`src/rtl/nn_job_scheduler.sv`:
```
// nn_job_scheduler: round-robin front end sharing one nn inference core.
// One job in flight: grant, issue, fixed-latency wait, respond.
module nn_job_scheduler #(
    parameter int NREQ     = 2,
    parameter int COLD_LAT = 18,
    parameter int WARM_LAT = 6,
    localparam int IW = (NREQ > 1) ? $clog2(NREQ) : 1,
    localparam int CW = $clog2(COLD_LAT + 1)
) (
    input  logic                 clk,
    input  logic                 resetn,
    input  logic [NREQ-1:0]      req_valid_i,
    output logic [NREQ-1:0]      req_ready_o,
    input  logic [NREQ*32-1:0]   req_in1_i,
    input  logic [NREQ*32-1:0]   req_in2_i,
    output logic [NREQ-1:0]      rsp_valid_o,
    input  logic [NREQ-1:0]      rsp_ready_i,
    output logic [31:0]          rsp_data_o,
    output logic                 rsp_ovf_o,
    output logic                 rsp_zero_o,
    output logic [2:0]           rsp_ovf_stage_o,
    output logic [2:0]           rsp_zero_stage_o,
    output logic                 nn_enable_o,
    output logic [31:0]          nn_input_1_o,
    output logic [31:0]          nn_input_2_o,
    input  logic [31:0]          nn_result_i,
    input  logic                 nn_ovf_i,
    input  logic                 nn_zero_i,
    input  logic [2:0]           nn_ovf_stage_i,
    input  logic [2:0]           nn_zero_stage_i,
    output logic                 busy_o,
    output logic [IW-1:0]        grant_id_o
);

    typedef enum logic [1:0] {
        S_IDLE,
        S_ISSUE,
        S_WAIT,
        S_RESP
    } state_t;

    state_t          state_q;
    logic [IW-1:0]   ptr_q;
    logic [IW-1:0]   grant_id_q;
    logic [CW-1:0]   cnt_q;
    logic            cold_q;
    logic            nn_enable_q;
    logic            busy_q;
    logic [31:0]     in1_q;
    logic [31:0]     in2_q;
    logic [NREQ-1:0] rsp_valid_q;
    logic [31:0]     rsp_data_q;
    logic            rsp_ovf_q;
    logic            rsp_zero_q;
    logic [2:0]      rsp_ovf_stage_q;
    logic [2:0]      rsp_zero_stage_q;

    logic [IW-1:0]   gnt_d;
    logic            any_d;
    logic [IW:0]     idx_c;

    // Pick the first valid requester at or after ptr_q+1, wrapping at NREQ
    always_comb begin
        gnt_d = ptr_q;
        any_d = 1'b0;
        idx_c = '0;
        for (int k = NREQ; k >= 1; k--) begin
            idx_c = {1'b0, ptr_q} + (IW+1)'(k);
            if (idx_c >= (IW+1)'(NREQ))
                idx_c = idx_c - (IW+1)'(NREQ);
            if (req_valid_i[idx_c[IW-1:0]]) begin
                gnt_d = idx_c[IW-1:0];
                any_d = 1'b1;
            end
        end
    end

    assign req_ready_o = (state_q == S_IDLE && any_d) ?
                         (NREQ'(1) << gnt_d) : '0;

    // Job sequencing: grant, one-cycle enable, latency count, response hold
    always_ff @(posedge clk or negedge resetn) begin
        if (!resetn) begin
            state_q          <= S_IDLE;
            ptr_q            <= IW'(NREQ - 1);
            grant_id_q       <= '0;
            cnt_q            <= '0;
            cold_q           <= 1'b1;
            nn_enable_q      <= 1'b0;
            busy_q           <= 1'b0;
            in1_q            <= '0;
            in2_q            <= '0;
            rsp_valid_q      <= '0;
            rsp_data_q       <= '0;
            rsp_ovf_q        <= 1'b0;
            rsp_zero_q       <= 1'b0;
            rsp_ovf_stage_q  <= 3'b111;
            rsp_zero_stage_q <= 3'b111;
        end else begin
            nn_enable_q <= 1'b0;
            unique case (state_q)
                S_IDLE: begin
                    if (any_d) begin
                        in1_q       <= req_in1_i[32*gnt_d +: 32];
                        in2_q       <= req_in2_i[32*gnt_d +: 32];
                        grant_id_q  <= gnt_d;
                        ptr_q       <= gnt_d;
                        nn_enable_q <= 1'b1;
                        busy_q      <= 1'b1;
                        state_q     <= S_ISSUE;
                    end
                end
                S_ISSUE: begin
                    cnt_q   <= cold_q ? CW'(COLD_LAT) : CW'(WARM_LAT);
                    state_q <= S_WAIT;
                end
                S_WAIT: begin
                    cnt_q <= cnt_q - CW'(1);
                    if (cnt_q == CW'(1)) begin
                        rsp_data_q       <= nn_result_i;
                        rsp_ovf_q        <= nn_ovf_i;
                        rsp_zero_q       <= nn_zero_i;
                        rsp_ovf_stage_q  <= nn_ovf_stage_i;
                        rsp_zero_stage_q <= nn_zero_stage_i;
                        cold_q           <= 1'b0;
                        rsp_valid_q      <= NREQ'(1) << grant_id_q;
                        state_q          <= S_RESP;
                    end
                end
                S_RESP: begin
                    if (rsp_ready_i[grant_id_q]) begin
                        rsp_valid_q <= '0;
                        busy_q      <= 1'b0;
                        state_q     <= S_IDLE;
                    end
                end
                default: state_q <= S_IDLE;
            endcase
        end
    end

    assign rsp_valid_o      = rsp_valid_q;
    assign rsp_data_o       = rsp_data_q;
    assign rsp_ovf_o        = rsp_ovf_q;
    assign rsp_zero_o       = rsp_zero_q;
    assign rsp_ovf_stage_o  = rsp_ovf_stage_q;
    assign rsp_zero_stage_o = rsp_zero_stage_q;
    assign nn_enable_o      = nn_enable_q;
    assign nn_input_1_o     = in1_q;
    assign nn_input_2_o     = in2_q;
    assign busy_o           = busy_q;
    assign grant_id_o       = grant_id_q;

endmodule

```
`config.mk`:
```
export PLATFORM = sky130hd
export DESIGN_NAME = nn_job_scheduler
export DESIGN_NICKNAME = d
export VERILOG_FILES = /design/src/rtl/nn_job_scheduler.sv
export SDC_FILE = /design/constraint.sdc
export NUM_CORES = 1
export LEC_CHECK = 0
export CORE_MARGIN = 2
export CORE_UTILIZATION = 35
export CTS_BUF_LIST = sky130_fd_sc_hd__clkbuf_16
export DETAILED_ROUTE_END_ITERATION = 10
export PLACE_DENSITY = 0.76
export SYNTH_ARGS = -nofsm -noshare
export SYNTH_HDL_FRONTEND = slang
export SYNTH_SLANG_ARGS = --single-unit
```
`constraint.sdc`:
```
create_clock -name clk -period 2.84 [get_ports clk]
set_input_delay 0.568 -clock clk [delete_from_list [all_inputs] [get_ports clk]]
set_output_delay 0.568 -clock clk [all_outputs]
set_load 0.01 [all_outputs]
```
-- After elaboration in Yosys (flattened, before gate mapping)
Cells that the tools add are included.
- output and inout bits: 111
- register bits: 118
- word-level logic and storage cells: 72
- eq/ne operators: 7
- $lt $le $gt $ge: 5
- add/subtract/negate cells: 5
- reduce and logical (&&, ||, !) cells: 10
- muxes and demuxes: 26
- shifts and indexed selects: 4
- operators with widths (cell ; count):
    64-bit by 7-bit variable part select with 32-bit output ; 2
    1-bit two-way mux ; 16
    2-bit two-way mux ; 5
    5-bit one-hot mux with 2 select lines ; 1
    3-bit AND reduction ; 3
    2-bit one-hot mux with 4 select lines ; 1
    1-bit by 2-bit < comparator with 1-bit output (second input constant) ; 3
    2-bit != test (second input constant) ; 3
    2-bit nonzero test ; 3
    5-bit by 1-bit == test with 1-bit output (second input constant) ; 1
    5-bit two-way mux ; 1
    5-bit by 1-bit subtractor with 5-bit output (second input constant) ; 1
    2-bit == test (second input constant) ; 2
    2-bit greater-or-equal comparator (second input constant) ; 2
    2-bit one-hot mux with 2 select lines ; 1
    2-bit AND reduction ; 2
    1-bit by 1-bit left shift with 2-bit output (first input constant) ; 2
    1-bit by 1-bit adder with 2-bit output (second input constant) ; 1
    1-bit by 2-bit adder with 2-bit output (second input constant) ; 1
    2-bit by 1-bit == test with 1-bit output (second input constant) ; 1
    2-bit zero test ; 1
    1-bit one-hot mux with 2 select lines ; 1
    1-bit subtractor (second input constant) ; 2
    1-bit logical AND ; 1

-- Longest topological paths before layout
Gate-level depths: netlist of run 1.
- depth in word-level cells: 9
- depth in mapped cells: 7

-- Worst setup path after synthesis of run 1
OpenSTA, ideal clock, no wires.
- path kind: reg2out
- start: register state_q[0]
- end: output req_ready_o[0]
- arrival time: 1.236 ns
- setup slack: 1.036 ns
- required time: 2.272 ns
- stages on the path, launching flop included: 6
- path buffers: 1
- path through: dfrtp_1 inv_1 ha_1 nand2_1 a21oi_1 clkbuf_1
- word-level cells in the longest chain between the ends: 3
- RTL lines (element ; line ; source):
    start: declaration ; 42 ; state_t state_q;
    start signal: assignment ; 84 ; state_q <= S_IDLE;
    start signal: assignment ; 110 ; state_q <= S_ISSUE;
    start signal: assignment ; 115 ; state_q <= S_WAIT;
    2-bit zero test ; 78 ; assign req_ready_o = (state_q == S_IDLE && any_d) ?
    1-bit logical AND ; 78 ;
    2-bit two-way mux ; 78 ;
    end: declaration ; 13 ; output logic [NREQ-1:0] req_ready_o,
No other way between the ends.

-- Worst setup path after layout of run 1
- start: register state_q[0]
- end: output req_ready_o[1]
The elaborated chain is that of the path after synthesis.

==> flow_summary_export.csv, run 1 <==
group,metric,value,unit
grt,grt_antenna_before_repair,0,
critical_path,setup.worst_path.end_class,"primary output",
critical_path,cp_cell_sequence,"inv_1 > ha_1 > nand2_1 > a21oi_4 > clkdlybuf4s50_1",
cells_and_area,final_area,8643,um^2
run_status,status,"complete, no violations",
die,std_cell_rows,43,
drt,antenna_left,0,
die,coreArea,13930,um^2
drt,wl_per_cell,18.31,um
timing,tightest_slew,759.9,ps
clock_network,clk_latency,410,ps
drt,drtIter0Drc,165,
power_and_ir_drop,power_density,956.7,nW/um^2
clock_network,clock_sinks,118,
timing,clock_skew,7.667,ps
clock_network,cts_resized,0,
run,cap_violations,0,
clock_network,clk_pin_slew,60,ps
critical_path,crit_arrival,2060,ps
place,hpwlAfterDp,11230,um
synth,synthCells,377,
drt,drc_errors,0,
cells_and_area,finish.net_count,840,
die,start_util,0.3585,
synth,syn_area_per_cell,13.25,um^2
critical_path,start_kind,"register",
synth,synth_warnings,0,
clock_network,ctsHtreeMaxLevel,4,
clock_network,tritoncts,"yes",
cells_and_area,drive_gt1_frac,0.1129,
cells_and_area,nFillCells,1097,
cells_and_area,fin_util,0.6203,
hold_path,worst_hold_path_type,"primary input to async pin",
clock_network,numCtsBuffers,17,
grt,grt_max_degree,67,
grt,grt_pass1_wl,23090,um
clock_network,root_buffer,"clkbuf_16",
die,die_y,123.5,um
place,postPlaceCellArea,8056,um^2
cells_and_area,multi_input_area,1918,um^2
drt,vias,4304,
timing,period_share,0.9251,
cells_and_area,syn2layout_area_growth,73.00,%
clock_network,cts_buffer_depth,2,
power_and_ir_drop,power.total,8.269,mW
critical_path,crit_family,"buffers and inverters",
place,portBuffers,284,
synth,synth_cell_types,31,
timing,slew_headroom,0.4934,
power_and_ir_drop,peakVddDrop,0.4227,mV
clock_network,ctsHoldBuffers,0,
grt,busiest_layer,"met2",
synth,yosysTopAreaCellShare,0.5510,
die,ios,285,
grt,grtUsageTotal,0.2020,
clock_network,cts_setup_buffers,0,
grt,use_met1,0.2276,
die,dieArea,15250,um^2
drt,firstDrtPassIters,4,
timing,report.final.setup_viol,0,
timing,drv_slew,0,
synth,syn-num-nets,557,
grt,use_met2,0.3400,
critical_path,crit_path_max_fanout,4,
grt,grt_pass1_vias,4482,
grt,gr-usage-met3,0.07334,
place,placed_cells,821,
power_and_ir_drop,leakagePower,3.551,nW
cells_and_area,seq_area,2963,um^2
cells_and_area,antennaDiodeCount,0,
critical_path,cp_slowest_cell,"clkdlybuf4s50_1",
synth,synth_area,4996,um^2
critical_path,crit_required,2270,ps
place,gp_congestion,0.7309,
timing,fmax,380.6,MHz
cells_and_area,stdcell_count,853,
critical_path,worst-path-buf-inv,2,
grt,grt_overflow_total,0,
drt,viasPerCell,5.046,
timing,period_needed,2627,ps
synth,synth_top_area_cell,"dfrtp_1",
synth,ys_seq_area_frac,0.5930,
die,die_w,123.5,um
drt,drt-total-wl,15620,um
synth,synthTopCellsByArea,"dfrtp_1 55%, a221o_1 13%, mux2_2 6.1%",
synth,ys_ff_latch,118,
timing,tns,0,ps
timing,hold_viol_final,0,
timing,rsz0062_at_grt,"no",
critical_path,slowest_delay,570,ps
critical_path,crit_type,"register to primary output",
==> cells in the final DEF (no fill, tap or decap), types with 6 or more instances in the layout <==
cell             instances
a221o_1                 64
and2_0                  27
and2_1                  38
buf_4                    8
clkbuf_16               17
clkdlybuf4s50_1        283
dfrtp_1                110
dfstp_2                  8
ha_1                     6
inv_1                   11
mux2_1                  14
mux2_2                  27
nor2_1                   6
==> worst paths after layout <==
check,startpoint,end,slack [ps],cells after the start
max,state_q[0],req_ready_o[1],210,5
min,resetn,rsp_valid_o[1],50,1
max reg2reg,state_q[0],nn_input_2_o[1],750,6
min reg2reg,rsp_data_o[14],rsp_data_o[14],490,1
max in group asynchronous,resetn,nn_input_2_o[18],2030,2
min in group clk,rsp_data_o[14],rsp_data_o[14],490,1
==> state kept, by name (all words and copies together), names as in the netlist <==
| signal | cells |
|---|---|
| cold_q | 1 |
| rsp_zero_stage_o | 3 |
| rsp_data_o | 32 |
| rsp_valid_o | 2 |
| rsp_ovf_stage_o | 3 |
| nn_enable_o | 1 |
| ptr_q | 1 |
| nn_input_2_o | 32 |
| cnt_q | 5 |
| rsp_zero_o | 1 |
| nn_input_1_o | 32 |
| grant_id_o | 1 |
| state_q | 2 |
| busy_o | 1 |
| rsp_ovf_o | 1 |
==> kinds of logic (layout without fill, tap and decap cells) <==
logic type	count (synthesis)	after routing	synth area share
compound gates	83	83	0.1523
simple gates	86	86	0.1074
flops	118	118	0.5930
fa+ha+maj	6	6	0.01503
mux	46	46	0.1024
buf+inv	38	334	0.02980
==> synthesized netlist by cell type <==
| master | count |
|---|---|
| a21oi_1 | 7 |
| a221o_1 | 64 |
| o21ai_1 | 1 |
| nor3_1 | 1 |
| nand3b_1 | 1 |
| and2_1 | 38 |
| nand2b_1 | 1 |
| clkbuf_1 | 19 |
| nor3b_1 | 2 |
| dfstp_2 | 8 |
| buf_2 | 5 |
| o211ai_1 | 1 |
| nor2_1 | 6 |
| ha_1 | 6 |
| inv_1 | 10 |
| nand3_1 | 2 |
| nand2_1 | 3 |
| o22ai_1 | 3 |
| mux2i_1 | 5 |
| nor4b_4 | 1 |
| a31oi_1 | 1 |
| o21ai_0 | 3 |
| mux2_1 | 14 |
| dfrtp_1 | 110 |
| and2_0 | 27 |
| or4b_1 | 1 |
| a2bb2oi_1 | 2 |
| buf_1 | 4 |
| mux2_2 | 27 |
| a221oi_2 | 1 |
| nor2b_1 | 3 |
==> metal layers <==
layer	wire [um]	vias up
met3	1516	26
li1	-	1959
met2	7609	231
met1	6110	2088
met5	0	-
met4	385	0
==> through the flow <==
step	hold slack, ps	setup slack [ps]
3_3_place_gp	473.7	240.8
2_1_floorplan	272.4	1036
3_5_place_dp	483.8	238.8
6_report	51.34	212.9
4_1_cts	42.76	169.9
5_1_grt	55.89	103.5
==> power breakdown <==
group	internal (mW)	switching, mW	leakage [nW]
clock network	1.37	0.771	0.277
registers	2.32	0.357	1.42
logic	2.03	1.43	1.85
total	5.71	2.55	3.55
==> layout make-up <==
type / count / share of cell area
timing repair buffer: 292 / 0.3370
inverter: 10 / 0.004343
sequential: 118 / 0.3428
tap: 180 / 0.02606
multi-input combinational: 221 / 0.2219
clock buffer: 17 / 0.04922
clock inverter: 15 / 0.01867
Power figures use the tool's default switching activity.
==> run 2: changes to the inputs <==
--- a/config.mk
+++ b/config.mk
@@ -5,11 +5,14 @@
 export SDC_FILE = /design/constraint.sdc
 export NUM_CORES = 1
 export LEC_CHECK = 0
+export ABC_AREA = 1
+export CORE_ASPECT_RATIO = 0.9
 export CORE_MARGIN = 2
 export CORE_UTILIZATION = 35
 export CTS_BUF_LIST = sky130_fd_sc_hd__clkbuf_16
 export DETAILED_ROUTE_END_ITERATION = 10
-export PLACE_DENSITY = 0.76
+export PLACE_DENSITY = 0.75
+export SETUP_SLACK_MARGIN = 0.15
 export SYNTH_ARGS = -nofsm -noshare
 export SYNTH_HDL_FRONTEND = slang
 export SYNTH_SLANG_ARGS = --single-unit
==> flow_summary_export.csv, run 2 <==
group,metric,value,unit
synth,synthArstFlopShare,1.000,
synth,synth_compound_area_frac,0.01113,
cells_and_area,multi_input_area,1952,um^2
synth,syn_area_per_cell,8.329,um^2
critical_path,crit_required,2270,ps
timing,drv_slew,0,
timing,rsz0062_at_grt,"no",
clock_network,tritoncts,"yes",
synth,synth_area,5172,um^2
critical_path,setup.worst_path.end_class,"primary output",
critical_path,cp_cell_sequence,"clkdlybuf4s50_1 > nor2_1 > nor2_4 > inv_2 > nor2_4 > clkdlybuf4s50_1",
clock_network,cts_buffer_depth,2,
drt,firstDrtPassIters,5,
power_and_ir_drop,leakagePower,3.916,nW
grt,grt_antenna_before_repair,0,
die,die_y,119.3,um
hold_path,worst_hold_path_type,"primary input to async pin",
die,std_cell_rows,42,
cells_and_area,final_common_cell,"clkdlybuf4s50_1",
drt,viasPerCell,4.789,
timing,tns,0,ps
die,start_util,0.3553,
power_and_ir_drop,peakVddDrop,0.7171,mV
synth,ys_ff_latch,118,
cells_and_area,antennaDiodeCount,0,
die,coreArea,14560,um^2
clock_network,root_buffer,"clkbuf_16",
timing,tightest_slew,733.4,ps
grt,grt_pass1_wl,26420,um
synth,synth-simple-area-share,0.3471,
synth,yosys.area_share.xor_xnor,0,
drt,drtIter0Drc,305,
place,gp_congestion,0.7777,
critical_path,r2r_slack,910,ps
drt,wl_per_cell,15.16,um
power_and_ir_drop,power.total,8.465,mW
timing,period_share,0.9019,
power_and_ir_drop,power_density,965.3,nW/um^2
drt,antenna_left,0,
synth,synth_fa_ha_area_frac,0.01451,
clock_network,ctsHoldBuffers,0,
grt,grt_pass1_vias,5152,
synth,synth_cell_types,18,
critical_path,crit_arrival,1990,ps
synth,synth-edff-count,0,
drt,drt-total-wl,16730,um
critical_path,start_kind,"primary input",
synth,yosysTopAreaCellShare,0.5322,
timing,period_needed,2561,ps
cells_and_area,fin_util,0.6025,
synth,muxShareOfSynthArea,0,
drt,vias,5287,
place,portBuffers,284,
timing,setup_slack,278.6,ps
grt,grt_max_degree,68,
clock_network,clk_latency,410,ps
cells_and_area,finish.net_count,1073,
clock_network,clock_sinks,118,
timing,fmax,390.4,MHz
drt,drc_errors,0,
cells_and_area,drive_gt1_frac,0.05960,
clock_network,numCtsBuffers,17,
cells_and_area,seq_area,2963,um^2
synth,synth_common_cells,"270 x nand2_1, 135 x nand3_1, 110 x dfrtp_1",
critical_path,crit_family,"buffers and inverters",
die,ios,285,
grt,grtUsageTotal,0.2138,
timing,hold_viol_final,0,
place,dp_worst_setup_slack,160.3,ps
critical_path,crit_path_max_fanout,3,
timing,slew_headroom,0.5110,
synth,synth.most_common_cell,"nand2_1",
run_status,status,"complete, no violations",
clock_network,clk_pin_slew,50,ps
cells_and_area,nFillCells,1293,
timing,report.final.setup_viol,0,
run,cap_violations,0,
synth,syn-num-nets,801,
timing,clock_skew,12.07,ps
clock_network,ctsHtreeMaxLevel,4,
synth,synthTopCellsByArea,"dfrtp_1 53%, nand2_1 20%, nand3_1 13%",
synth,synth_top_family_by_area,"simple AND/OR/NAND/NOR gates",
critical_path,crit_type,"primary input to primary output",
synth,synth_top_area_cell,"dfrtp_1",
cells_and_area,syn2layout_area_growth,69.55,%
die,die_w,132.1,um
synth,ys_seq_area_frac,0.5728,
clock_network,cts_setup_buffers,0,
synth,synthCells,621,
critical_path,cp_slowest_cell,"clkdlybuf4s50_1",
critical_path,slowest_delay,540,ps
die,dieArea,15770,um^2
cells_and_area,final_cell_mix,"282 x clkdlybuf4s50_1, 270 x nand2_1, 135 x nand3_1, 110 x dfrtp_1",
place,hpwlAfterDp,11800,um
grt,grt_overflow_total,0,
synth,synth_warnings,0,
synth,ys.flop_type,"dfrtp_1",
critical_path,worst-path-buf-inv,3,
==> run 2: kinds of logic (layout without fill, tap and decap cells) <==
logic type,Yosys count,after routing
simple gates,428,428
flops,118,118
buf+inv,58,343
compound gates,11,11
fa+ha+maj,6,6
==> run 2: area by class of cell <==
type	instances	area share
clock buffers	17	0.04851
clock inverters	15	0.02126
repair buffers	291	0.3330
flip-flops and latches	118	0.3379
well taps	198	0.02825
multi-input cells	445	0.2226
inverters	20	0.008560
==> run 2: worst paths after layout <==
| path | start | endpoint | cells past startpoint |
|---|---|---|---|
| max reg2reg | state_q[0] | rsp_data_o[16] | 7 |
| min in group clk | cold_q | cold_q | 2 |
| min reg2reg | cold_q | cold_q | 2 |
| max | req_valid_i[1] | req_ready_o[1] | 6 |
| min | resetn | nn_input_1_o[10] | 1 |
| max in group asynchronous | resetn | cold_q | 2 |
==> run 2: report_power, final <==
part	switching, mW	internal [mW]
Clock	0.773	1.45
Sequential	0.364	2.33
Combinational	1.79	1.75
==> run 2: metal layers <==
layer | GRT usage | up-vias | wire [um]
li1 | - | 2530 | -
met2 | 0.3490 | 233 | 7938
met4 | 0.07880 | 0 | 318
met1 | 0.2584 | 2499 | 6982
met3 | 0.08046 | 25 | 1493
met5 | 0 | - | 0
==> run 2: stage by stage <==
| step | instance area [um^2] | hold slack [ps] | std cells |
|---|---|---|---|
| floorplan | 5172 | 272.4 | 621 |
| global placement | 8155 | 441.0 | 1072 |
| detailed placement | 8155 | 448.1 | 1072 |
| CTS | 8767 | 167.8 | 1104 |
| global route | 8770 | 204.3 | 1104 |
| finish | 8770 | 161.5 | 1104 |
==> run 2: repair_timing <==
action / in CTS / in global routing
endpoints found under the setup margin: 0 / 1
endpoints found under the hold margin: 0 / 0
gates resized for setup: 0 / 1
==> run 3: changes to the inputs <==
--- a/config.mk
+++ b/config.mk
@@ -13,6 +13,7 @@
 export DETAILED_ROUTE_END_ITERATION = 10
 export PLACE_DENSITY = 0.75
 export SETUP_SLACK_MARGIN = 0.15
+export SKIP_LAST_GASP = 1
 export SYNTH_ARGS = -nofsm -noshare
 export SYNTH_HDL_FRONTEND = slang
 export SYNTH_SLANG_ARGS = --single-unit
==> results of run 3 <==
The final DEF is identical to that of run 2; final timing and power are the same.
